<file path="src/rtl/ppg_beat_detect.sv">
// ppg_beat_detect: systolic peak detector for the zero-centred PPG AC stream.
// It uses an adaptive threshold, a refractory window and inter-beat interval
// measurement. The IBI is converted to beats per minute by a sequential
// restoring divider.
module ppg_beat_detect #(
    parameter int DATA_WIDTH  = 18,
    parameter int SAMPLE_RATE = 100,
    parameter int MIN_IBI     = 30,
    parameter int MAX_IBI     = 200,
    parameter int THRESH_MIN  = 64,
    parameter int IBI_WIDTH   = 16
) (
    input  logic                         clk,
    input  logic                         rst_n,
    input  logic                         i_data_valid,
    input  logic signed [DATA_WIDTH-1:0] i_data,
    output logic                         o_beat,
    output logic [IBI_WIDTH-1:0]         o_ibi,
    output logic [7:0]                   o_bpm,
    output logic                         o_bpm_valid,
    output logic                         o_locked
);

    localparam logic [IBI_WIDTH-1:0]         BPM_NUM      = IBI_WIDTH'(60 * SAMPLE_RATE);
    localparam logic [IBI_WIDTH-1:0]         MIN_CNT      = IBI_WIDTH'(MIN_IBI);
    localparam logic [IBI_WIDTH-1:0]         MAX_CNT      = IBI_WIDTH'(MAX_IBI);
    localparam logic signed [DATA_WIDTH-1:0] THRESH_FLOOR = DATA_WIDTH'(THRESH_MIN);
    localparam logic signed [DATA_WIDTH-1:0] ZERO         = '0;
    localparam int                           ITER_W       = $clog2(IBI_WIDTH + 1);
    localparam logic [ITER_W-1:0]            ITER_LAST    = ITER_W'(IBI_WIDTH);

    typedef enum logic [1:0] {
        SEARCH,
        TRACK,
        REFRACT
    } state_e;

    // Detection state
    state_e                         state_q, state_d;
    logic signed [DATA_WIDTH-1:0]   thresh_q, thresh_d;
    logic signed [DATA_WIDTH-1:0]   pk_q, pk_d;
    logic signed [DATA_WIDTH-1:0]   pk_half;
    logic [IBI_WIDTH-1:0]           cnt_q, cnt_d;
    logic [IBI_WIDTH-1:0]           cnt_inc;
    logic                           have_prev_q, have_prev_d;
    logic                           beat_q, beat_d;
    logic [IBI_WIDTH-1:0]           ibi_q, ibi_d;
    logic                           locked_q, locked_d;
    logic                           timeout;
    logic                           div_start;

    // Divider state
    logic                           div_busy_q, div_busy_d;
    logic [ITER_W-1:0]              div_iter_q, div_iter_d;
    logic [IBI_WIDTH-1:0]           div_rem_q, div_rem_d;
    logic [IBI_WIDTH-1:0]           div_quo_q, div_quo_d;
    logic [IBI_WIDTH-1:0]           div_den_q, div_den_d;
    logic [IBI_WIDTH:0]             rem_shift;
    logic [IBI_WIDTH:0]             rem_sub;
    logic [7:0]                     bpm_q, bpm_d;
    logic                           bpm_valid_q, bpm_valid_d;

    assign pk_half = pk_q >>> 1;

    // cnt_inc already includes the sample being processed, so it is the IBI
    // in samples measured between two detection samples.
    assign cnt_inc = (cnt_q >= MAX_CNT) ? MAX_CNT : cnt_q + IBI_WIDTH'(1);

    // Peak detection FSM, interval counter and timeout handling (per sample)
    always_comb begin
        state_d     = state_q;
        thresh_d    = thresh_q;
        pk_d        = pk_q;
        cnt_d       = cnt_q;
        have_prev_d = have_prev_q;
        beat_d      = 1'b0;
        ibi_d       = ibi_q;
        locked_d    = locked_q;
        timeout     = 1'b0;
        div_start   = 1'b0;
        if (i_data_valid) begin
            cnt_d = cnt_inc;
            if (cnt_inc >= MAX_CNT) begin
                // Loss of lock overrides whatever the FSM would have done
                timeout     = 1'b1;
                state_d     = SEARCH;
                cnt_d       = '0;
                have_prev_d = 1'b0;
                thresh_d    = THRESH_FLOOR;
                locked_d    = 1'b0;
            end else begin
                case (state_q)
                    SEARCH: begin
                        if (i_data > thresh_q) begin
                            state_d = TRACK;
                            pk_d    = i_data;
                        end
                    end
                    TRACK: begin
                        if (i_data >= pk_q) begin
                            pk_d = i_data;
                        end else if (have_prev_q && (cnt_inc < MIN_CNT)) begin
                            // Too soon after the last beat: treat as artefact
                            state_d = SEARCH;
                        end else begin
                            beat_d      = 1'b1;
                            cnt_d       = '0;
                            thresh_d    = (pk_half > THRESH_FLOOR) ? pk_half : THRESH_FLOOR;
                            state_d     = REFRACT;
                            have_prev_d = 1'b1;
                            if (have_prev_q) begin
                                ibi_d     = cnt_inc;
                                locked_d  = 1'b1;
                                div_start = 1'b1;
                            end
                        end
                    end
                    REFRACT: begin
                        if (i_data <= ZERO) begin
                            state_d = SEARCH;
                        end
                    end
                    default: state_d = SEARCH;
                endcase
            end
        end
    end

    assign rem_shift = {div_rem_q, div_quo_q[IBI_WIDTH-1]};
    assign rem_sub   = rem_shift - {1'b0, div_den_q};

    // Restoring divider: one quotient bit per clock, result published one
    // clock after the last iteration; timeout forces a zero result.
    always_comb begin
        div_busy_d  = div_busy_q;
        div_iter_d  = div_iter_q;
        div_rem_d   = div_rem_q;
        div_quo_d   = div_quo_q;
        div_den_d   = div_den_q;
        bpm_d       = bpm_q;
        bpm_valid_d = 1'b0;
        if (timeout) begin
            div_busy_d  = 1'b0;
            bpm_d       = '0;
            bpm_valid_d = 1'b1;
        end else if (div_start) begin
            div_busy_d = 1'b1;
            div_iter_d = '0;
            div_rem_d  = '0;
            div_quo_d  = BPM_NUM;
            div_den_d  = cnt_inc;
        end else if (div_busy_q) begin
            if (div_iter_q == ITER_LAST) begin
                div_busy_d  = 1'b0;
                bpm_d       = (div_quo_q > IBI_WIDTH'(255)) ? 8'hFF : div_quo_q[7:0];
                bpm_valid_d = 1'b1;
            end else begin
                div_iter_d = div_iter_q + ITER_W'(1);
                if (!rem_sub[IBI_WIDTH]) begin
                    div_rem_d = rem_sub[IBI_WIDTH-1:0];
                    div_quo_d = {div_quo_q[IBI_WIDTH-2:0], 1'b1};
                end else begin
                    div_rem_d = rem_shift[IBI_WIDTH-1:0];
                    div_quo_d = {div_quo_q[IBI_WIDTH-2:0], 1'b0};
                end
            end
        end
    end

    // State registers with asynchronous clear
    always_ff @(posedge clk or negedge rst_n) begin
        if (!rst_n) begin
            state_q     <= SEARCH;
            thresh_q    <= THRESH_FLOOR;
            pk_q        <= '0;
            cnt_q       <= '0;
            have_prev_q <= 1'b0;
            beat_q      <= 1'b0;
            ibi_q       <= '0;
            locked_q    <= 1'b0;
            div_busy_q  <= 1'b0;
            div_iter_q  <= '0;
            div_rem_q   <= '0;
            div_quo_q   <= '0;
            div_den_q   <= '0;
            bpm_q       <= '0;
            bpm_valid_q <= 1'b0;
        end else begin
            state_q     <= state_d;
            thresh_q    <= thresh_d;
            pk_q        <= pk_d;
            cnt_q       <= cnt_d;
            have_prev_q <= have_prev_d;
            beat_q      <= beat_d;
            ibi_q       <= ibi_d;
            locked_q    <= locked_d;
            div_busy_q  <= div_busy_d;
            div_iter_q  <= div_iter_d;
            div_rem_q   <= div_rem_d;
            div_quo_q   <= div_quo_d;
            div_den_q   <= div_den_d;
            bpm_q       <= bpm_d;
            bpm_valid_q <= bpm_valid_d;
        end
    end

    assign o_beat      = beat_q;
    assign o_ibi       = ibi_q;
    assign o_bpm       = bpm_q;
    assign o_bpm_valid = bpm_valid_q;
    assign o_locked    = locked_q;

endmodule
</file>
<file path="config.mk">
export PLATFORM = sky130hd
export DESIGN_NAME = ppg_beat_detect
export DESIGN_NICKNAME = d
export VERILOG_FILES = /design/src/rtl/ppg_beat_detect.sv
export SDC_FILE = /design/constraint.sdc
export NUM_CORES = 1
export LEC_CHECK = 0
export BUFFER_PORTS_ARGS = -buffer_cell sky130_fd_sc_hd__buf_2
export CELL_PAD_IN_SITES_DETAIL_PLACEMENT = 0
export CELL_PAD_IN_SITES_GLOBAL_PLACEMENT = 2
export CORE_MARGIN = 10
export CORE_UTILIZATION = 35
export DETAILED_ROUTE_END_ITERATION = 6
export HOLD_SLACK_MARGIN = 0.05
export PLACE_DENSITY_LB_ADDON = 0.1
export SETUP_SLACK_MARGIN = 0.02
export SLEW_MARGIN = 10
export SYNTH_ARGS = -nofsm -noshare
export SYNTH_HDL_FRONTEND = slang
export SYNTH_SLANG_ARGS = --single-unit
</file>
<file path="constraint.sdc">
create_clock -name clk -period 3 [get_ports clk]
set_input_delay 0.3 -clock clk [delete_from_list [all_inputs] [get_ports clk]]
set_output_delay 0.3 -clock clk [all_outputs]
set_load 0.005 [all_outputs]
</file>
==> results of run 1 <==
## Yosys cell counts (all sizes together) (3+ instances only)
cell	n
a31oi	8
mux2	19
nand4	12
nand2b	8
o21a	6
nor2b	15
a22o	19
or4	4
ha	56
buf	14
mux2i	13
clkbuf	10
nand2	63
a21oi	49
inv	69
and3	9
o21ai	42
o2bb2ai	9
dfrtp	134
a21o	9
xor2	5
nor2	70
and2	11
or3	4
a211oi	5
xnor2	9
a311oi	3
nor4	13
nor3	11
nand3	17
## power breakdown
part	leakage, nW	internal, mW	switching (mW)	total [mW]
clock network	0.281	1.26	0.857	2.11
registers	1.69	2.45	0.486	2.94
logic	2.43	2.51	2.69	5.20
## path summary, 6_finish.rpt
path,from,end,depth (start not counted)
worst max register to register,pk_q[7],o_bpm[2],11
max in group asynchronous,rst_n,thresh_q[6],3
worst max-delay path,pk_q[7],o_bpm[2],11
min in group asynchronous,rst_n,div_rem_q[15],2
worst min register to register,o_ibi[12],o_ibi[12],1
worst min-delay path,i_data[14],pk_q[14],2
## per-layer routing
metal / track usage / wire [um]
met3: 0.0319 / 695
met2: 0.211 / 8580
met1: 0.186 / 9510
met5: 0 / 0
met4: 0.0393 / 199
## cells by family (layout without fill, tap and decap cells)
family	count (synthesis)	count (layout)
adders and majority gates	57	57
DFF	135	135
muxes	32	32
AOI/OAI and AO/OA	177	177
and+or+nand+nor	247	247
buffers and inverters	93	194
xor gates and xnor gates	14	14
## stage by stage
stage | worst slack [ps] | hold slack (ps)
after global placement | 13.1 | 328
after detailed placement | -14.7 | 333
final | 148 | 150
after CTS | 29.4 | 138
after global routing | 1.52 | 148
after floorplan | 259 | 4.41
## final cells by class
| cell class | instances | area share |
|---|---|---|
| Clock buffer | 19 | 0.0490 |
| Clock inverter | 13 | 0.0160 |
| Inverter | 69 | 0.0286 |
| Multi-Input combinational cell | 527 | 0.419 |
| Sequential cell | 135 | 0.374 |
| Tap cell | 275 | 0.0380 |
| Timing Repair Buffer | 93 | 0.0758 |
## flip-flops by register name, summed over array words and instances (netlist names)
| name | count |
|---|---|
| cnt_q | 16 |
| div_busy_q | 1 |
| div_den_q | 16 |
| div_iter_q | 5 |
| div_quo_q | 16 |
| div_rem_q | 16 |
| have_prev_q | 1 |
| o_beat | 1 |
| o_bpm | 8 |
| o_bpm_valid | 1 |
| o_ibi | 16 |
| o_locked | 1 |
| pk_q | 18 |
| state_q | 2 |
| thresh_q | 17 |
## repair_timing
action                                  CTS  global route
hold buffers                              1             0
hold endpoints to repair                 60             0
buffers inserted                          0            12
gates cloned                              0             1
pin swaps                                 1             9
gates resized for setup                   0            24
endpoints found under the setup margin    3            69
==> results.md, run 1 <==
- Slew @ Worst Pin: 608 ps
- Antenna Cells: 0
- VDD IR max: 0.000382 V
- EDFF count, synth: 0
- Syn. warnings: 0
- Post-Synth Simple-Gate Area: 0.172
- Drt first-iter violations: 233
- Hold crit path type: input port to flip-flop
- Most frequent cells in the layout: 132 x dfrtp_1, 67 x inv_1, 67 x nor2_1
- Vias in the first global route: 5984
- Status: completed
- Total power draw: 10.2 mW
- Kind of critical path: flip-flop to flip-flop
- Nets: 921
- Post-Layout Inst Area: 9040 um^2
- DRC: 0
- DRT Wirelength: 19.0 mm
- Startpoint Class: flip-flop
- Post-synthesis net count: 833
- Final hold vios: 0
- Avg Vias per Cell: 5.17
- GRT Total Usage: 0.137
- Most common cell after layout, fill and taps aside: dfrtp_1
- Core area: 21000 um^2
- WP buf/inv: 3
- Clock Skews: 9.51 ps
- Period utilization: 0.951
- Largest family of logic cells by synthesized area: simple AND/OR/NAND/NOR gates
- Post-DP HPWL: 13.3 mm
- WL/cell: 16.8 um
- Area Overhead vs Synth: 21.3%
- Area leader, netlist: dfrtp_1
- Routability congestion estimate: 0.793
- Initial antenna violation count: 0
- Worst-path maximum fanout: 9
- Xor/xnor share of the synthesized area: 0.0164
- Delay-heaviest family, CP: simple AND/OR/NAND/NOR gates
- Largest net degree at the start of global routing: 64
- H-tree depth: 4
- Clock sink total: 135
- Slowest CP cell: or4_4
- # rows: 53
- Multi-input gate area in the final layout: 3780 um^2
- Area after DPL: 8210 um^2
- CP Data Arrival Time: 3200 ps
- Crit path capture type: flip-flop
- Die height: 166 um
- Fin util: 0.430
- Placed Instances: 1085
- Ys async rst share: 1.00
- Syn Inst Count: 755
- Slowest cell delay on critical path: 630 ps
- Slew HR: 0.595
- Setup TNS: 0 ps
- Top cell by count, worst path: buf_4
- TritonCTS buffer count: 17
- IO Pins: 48
- Period minus WS final: 2850 ps
- CTS tree: yes
- Post-Synth Adder-Cell Area: 0.0967
- Initial Utilization: 0.355
- # fillers: 2001
- Cell Chain, Critical Path: inv_2, ha_1, a211oi_2, nor2_1, nor4_1, buf_4, a41oi_4, or4_4, buf_4, nand2_4, o2bb2ai_1
- Worst skew pair latency: 430 ps
- PortBufs: 47
- Synthesized area per cell: 9.87 um^2
- Share of the synthesized area in the top cell type: 0.450
- Die area: 27500 um^2
- P per Cell Area: 1130 nW/um^2
- Sequential share of the synthesized area: 0.453
- DR vias: 5843
- R2r setup slk: 150 ps
- Global route overflow: 0
- Final non-filler cell total: 1131
- Complex-gate fraction of the synthesized area: 0.162
- Slew Limit Fails: 0
- WP data required: 3350 ps
- #FFs+latches synth: 135
- Multiplexer share of the synthesized area: 0.0462
- Cell area after synthesis: 7450 um^2
- Static Leak: 4.39 nW
- DRT Pass-1 Iters: 4
- Layout cells sized above 1: 0.204
- MaxCap Viol Count: 0
- Clock Pin Slew Worst Setup and Hold Paths: 60 ps
- Synth cell types: 82
- First-pass GRT wire length: 31.2 mm
- Storage element area: 3380 um^2
- Top cells by area, synth: dfrtp_1 45%, ha_1 9.4%, nor2_1 3.5%, inv_1 3.4%, a21oi_1 3.2%
- Detail Route Antenna Nets: 0
- Max Fclk: 351 MHz
- Unrepaired setup endpoints after global routing: false
- CTS Buffer Depth: 2
- Final setup viols: 0
- Die Wd: 166 um
- Clock Root Buffer: clkbuf_16
- Synth Flop Type: dfrtp_1
Power figures use the tool's default switching activity.
==> run 2: changes to the inputs <==
--- a/config.mk
+++ b/config.mk
@@ -5,6 +5,7 @@
 export SDC_FILE = /design/constraint.sdc
 export NUM_CORES = 1
 export LEC_CHECK = 0
+export ABC_AREA = 1
 export BUFFER_PORTS_ARGS = -buffer_cell sky130_fd_sc_hd__buf_2
 export CELL_PAD_IN_SITES_DETAIL_PLACEMENT = 0
 export CELL_PAD_IN_SITES_GLOBAL_PLACEMENT = 2
==> run 2 against run 1 <==
Compared with the run above:
- synthesized cell count grew 39%
- first-iteration DRC count is 21% higher
- register-to-register slack better by 170 ps
- via count rose by 15%
- flip-flop and latch count unchanged
- die area is 7.7% higher
- area after synthesis grew 8.8%
- clock-buffer cell count decreased by 1
- largest cell class unchanged
==> results.md, run 2 <==
- Placed Instances: 1376 (+27%)
- WL met3: 517 um (-26%)
- Worst skew pair latency: 430 ps (about the same)
- Initial Utilization: 0.357 (+0.00251)
- Final non-filler cell total: 1409 (+25%)
- Synth cell types: 39 (-52%)
- Max FFs per register: 18 (unchanged)
- Sequential share of the synthesized area: 0.417 (-0.0366)
- Area leader, netlist: dfrtp_1
- Unrepaired setup endpoints after global routing: false
- Period minus WS final: 2680 ps (-170 ps)
- Cts repair resizes: 0 (unchanged)
- Setup TNS: 0 ps (unchanged)
- Syn. warnings: 0 (unchanged)
- #FFs+latches synth: 135 (unchanged)
- Period utilization: 0.894 (-0.0567)
- Startpoint Class: flip-flop
- Initial antenna violation count: 0 (unchanged)
- Die area: 29700 um^2 (+7.7%)
- Top Metal Used: met4
- CTS tree: yes
- Avg Vias per Cell: 4.77 (-7.8%)
- Top-count cell post-synth: nand2_1
- Clock Root Buffer: clkbuf_16
- Final hold vios: 0 (unchanged)
- # Post-CTS Setup Buffers: 0 (unchanged)
- CP Data Arrival Time: 2990 ps (-210 ps)
- PortBufs: 47 (unchanged)
- Met2 Wirelength: 10.3 mm (+20%)
- P per Cell Area: 1020 nW/um^2 (-10%)
- Drt first-iter violations: 281 (+21%)
- Max Fclk: 373 MHz (+6.3%)
- EDFF count, synth: 0 (unchanged)
- Hold WS: 239 ps (+89.3 ps)
- VDD IR max: 0.000667 V (+75%)
- Slew @ Worst Pin: 571 ps (-37.6 ps)
- Largest register by flop count: pk_q
- Wl on met1: 10.2 mm (+7.5%)
- Top cells by area, synth: dfrtp_1 41%, nand2_1 12%, ha_1 8.6%, inv_1 8.4%, nand4_1 5.5%
- GRT Total Usage: 0.153 (+0.0160)
- Top flop regs: pk_q x18, thresh_q x17
- Antenna Cells: 0 (unchanged)
- Area Overhead vs Synth: 14.8%
- Detail Route Antenna Nets: 0 (unchanged)
- Synthesized area per cell: 7.70 um^2 (-22%)
- Crit path capture type: flip-flop
- Status: completed
- Slew Limit Fails: 0 (unchanged)
- Hold_buf cts: 1 (unchanged)
- Final setup viols: 0 (unchanged)
- DR vias: 6714 (+15%)
- Clock sink total: 135 (unchanged)
- Clock Pin Slew Worst Setup and Hold Paths: 60 ps (about the same)
- DRC: 0 (unchanged)
- TritonCTS buffer count: 17 (unchanged)
- Largest net degree at the start of global routing: 59 (-7.8%)
- WL/cell: 15.1 um (-10%)
- Synth cell count leaders: 258 x nand2_1, 182 x inv_1, 134 x dfrtp_1, 88 x nand3_1, 71 x nand4_1
- Die Wd: 172 um (+3.8%)
- Routability congestion estimate: 0.820 (+3.4%)
- Cell area after synthesis: 8110 um^2 (+8.8%)
- DRT Pass-1 Iters: 4 (unchanged)
- IO Pins: 48 (unchanged)
- Post-DP HPWL: 15.3 mm (+14%)
- H-tree depth: 4 (unchanged)
- Die height: 172 um (+3.8%)
- Post-synthesis net count: 1131 (+36%)
- Syn Inst Count: 1053 (+39%)
- Vias in the first global route: 6959 (+16%)
- Layout cells sized above 1: 0.133 (-0.0719)
- Worst-path maximum fanout: 28 (+19)
- Clock Skews: 11.4 ps (+1.89 ps)
- Static Leak: 5.12 nW (+17%)
- Slew HR: 0.620 (+0.0251)
- Kind of critical path: flip-flop to flip-flop
- DRT Wirelength: 21.2 mm (+12%)
- Hold crit path type: input port to flip-flop
- MaxCap Viol Count: 0 (unchanged)
- # rows: 55 (+3.8%)
- Global route overflow: 0 (unchanged)
- Most common cell after layout, fill and taps aside: nand2_1
- Core area: 22700 um^2 (+8.0%)
- CTS Buffer Depth: 2 (unchanged)
- Synth Flop Type: dfrtp_1
- First-pass GRT wire length: 36.0 mm (+15%)
- Share of the synthesized area in the top cell type: 0.413 (-0.0364)
- WP data required: 3300 ps (-50 ps)
- Ys async rst share: 1.00 (unchanged)
- Nets: 1189 (+29%)
- Most frequent cells in the layout: 258 x nand2_1, 182 x inv_1, 134 x dfrtp_1
run 2: cell types whose count changed after synthesis, sizes merged, moves of 15 or more:
cell,change
nand2,+201
a22o,-19
nand3,+77
nor2b,-15
mux2,-19
nand4,+59
inv,+134
run 2: area by class of cell:
type / count / area [um^2]
Fill cell: 2409 / 13400
Sequential cell: 135 / 3380
Tap cell: 285 / 357
Clock inverter: 14 / 139
Clock buffer: 18 / 439
Inverter: 203 / 764
Timing Repair Buffer: 73 / 477
Multi-Input combinational cell: 681 / 3760
run 2: worst max-delay path, cell delays in order, from the launching register on:
cell and delay, ps:
dfrtp_1 350, inv_1 60, ha_1 330, nand2_1 90
nor2_1 110, inv_1 50, nor2_1 230, nand2_1 110
nand3_1 100, nand3_1 120, nor2_1 220, nand3_4 130
buf_4 240, buf_4 260, nand3_1 100, o21ai_1 60
run 2: kinds of logic after synthesis:
| kind of cell | Yosys count | synth area share |
|---|---|---|
| AO/OA/AOI/OAI | 96 | 0.0648 |
| XOR/XNOR | 14 | 0.0151 |
| adder cells (fa/ha/maj) | 57 | 0.0889 |
| buffers and inverters | 237 | 0.121 |
| flip-flops | 135 | 0.417 |
| AND/OR/NAND/NOR | 514 | 0.294 |
run 2: metal layers:
metal | up-vias | track usage
met5 | - | 0
met4 | 0 | 0.0450
met3 | 18 | 0.0246
met2 | 53 | 0.263
met1 | 3152 | 0.192
li1 | 3491 | -
run 2: stage by stage:
step | total power [mW] | worst slack, ps | utilization | instance area (um^2)
2_1_floorplan | 6.08 | 619 | - | 8110
3_3_place_gp | 7.50 | 246 | 0.384 | 8720
3_5_place_dp | 7.49 | 236 | 0.384 | 8720
4_1_cts | 9.64 | 280 | 0.410 | 9310
5_1_grt | 10.5 | 84.9 | 0.410 | 9310
6_report | 9.47 | 319 | 0.410 | 9310
run 2: power breakdown:
part / switching, mW / internal [mW]
Clock: 0.898 / 1.19
Sequential: 0.427 / 2.48
Combinational: 2.84 / 1.65
Total: 4.16 / 5.31
run 2: final timing paths:
path	from	endpoint	slack, ps	cells past startpoint
setup / recovery	pk_q[17]	div_rem_q[7]	320	15
hold / removal	i_data[5]	pk_q[5]	240	5
setup reg to reg	pk_q[17]	div_rem_q[7]	320	15
hold reg to reg	thresh_q[6]	thresh_q[6]	460	2
max in group asynchronous	rst_n	thresh_q[6]	1780	3
min in group asynchronous	rst_n	o_ibi[11]	410	2
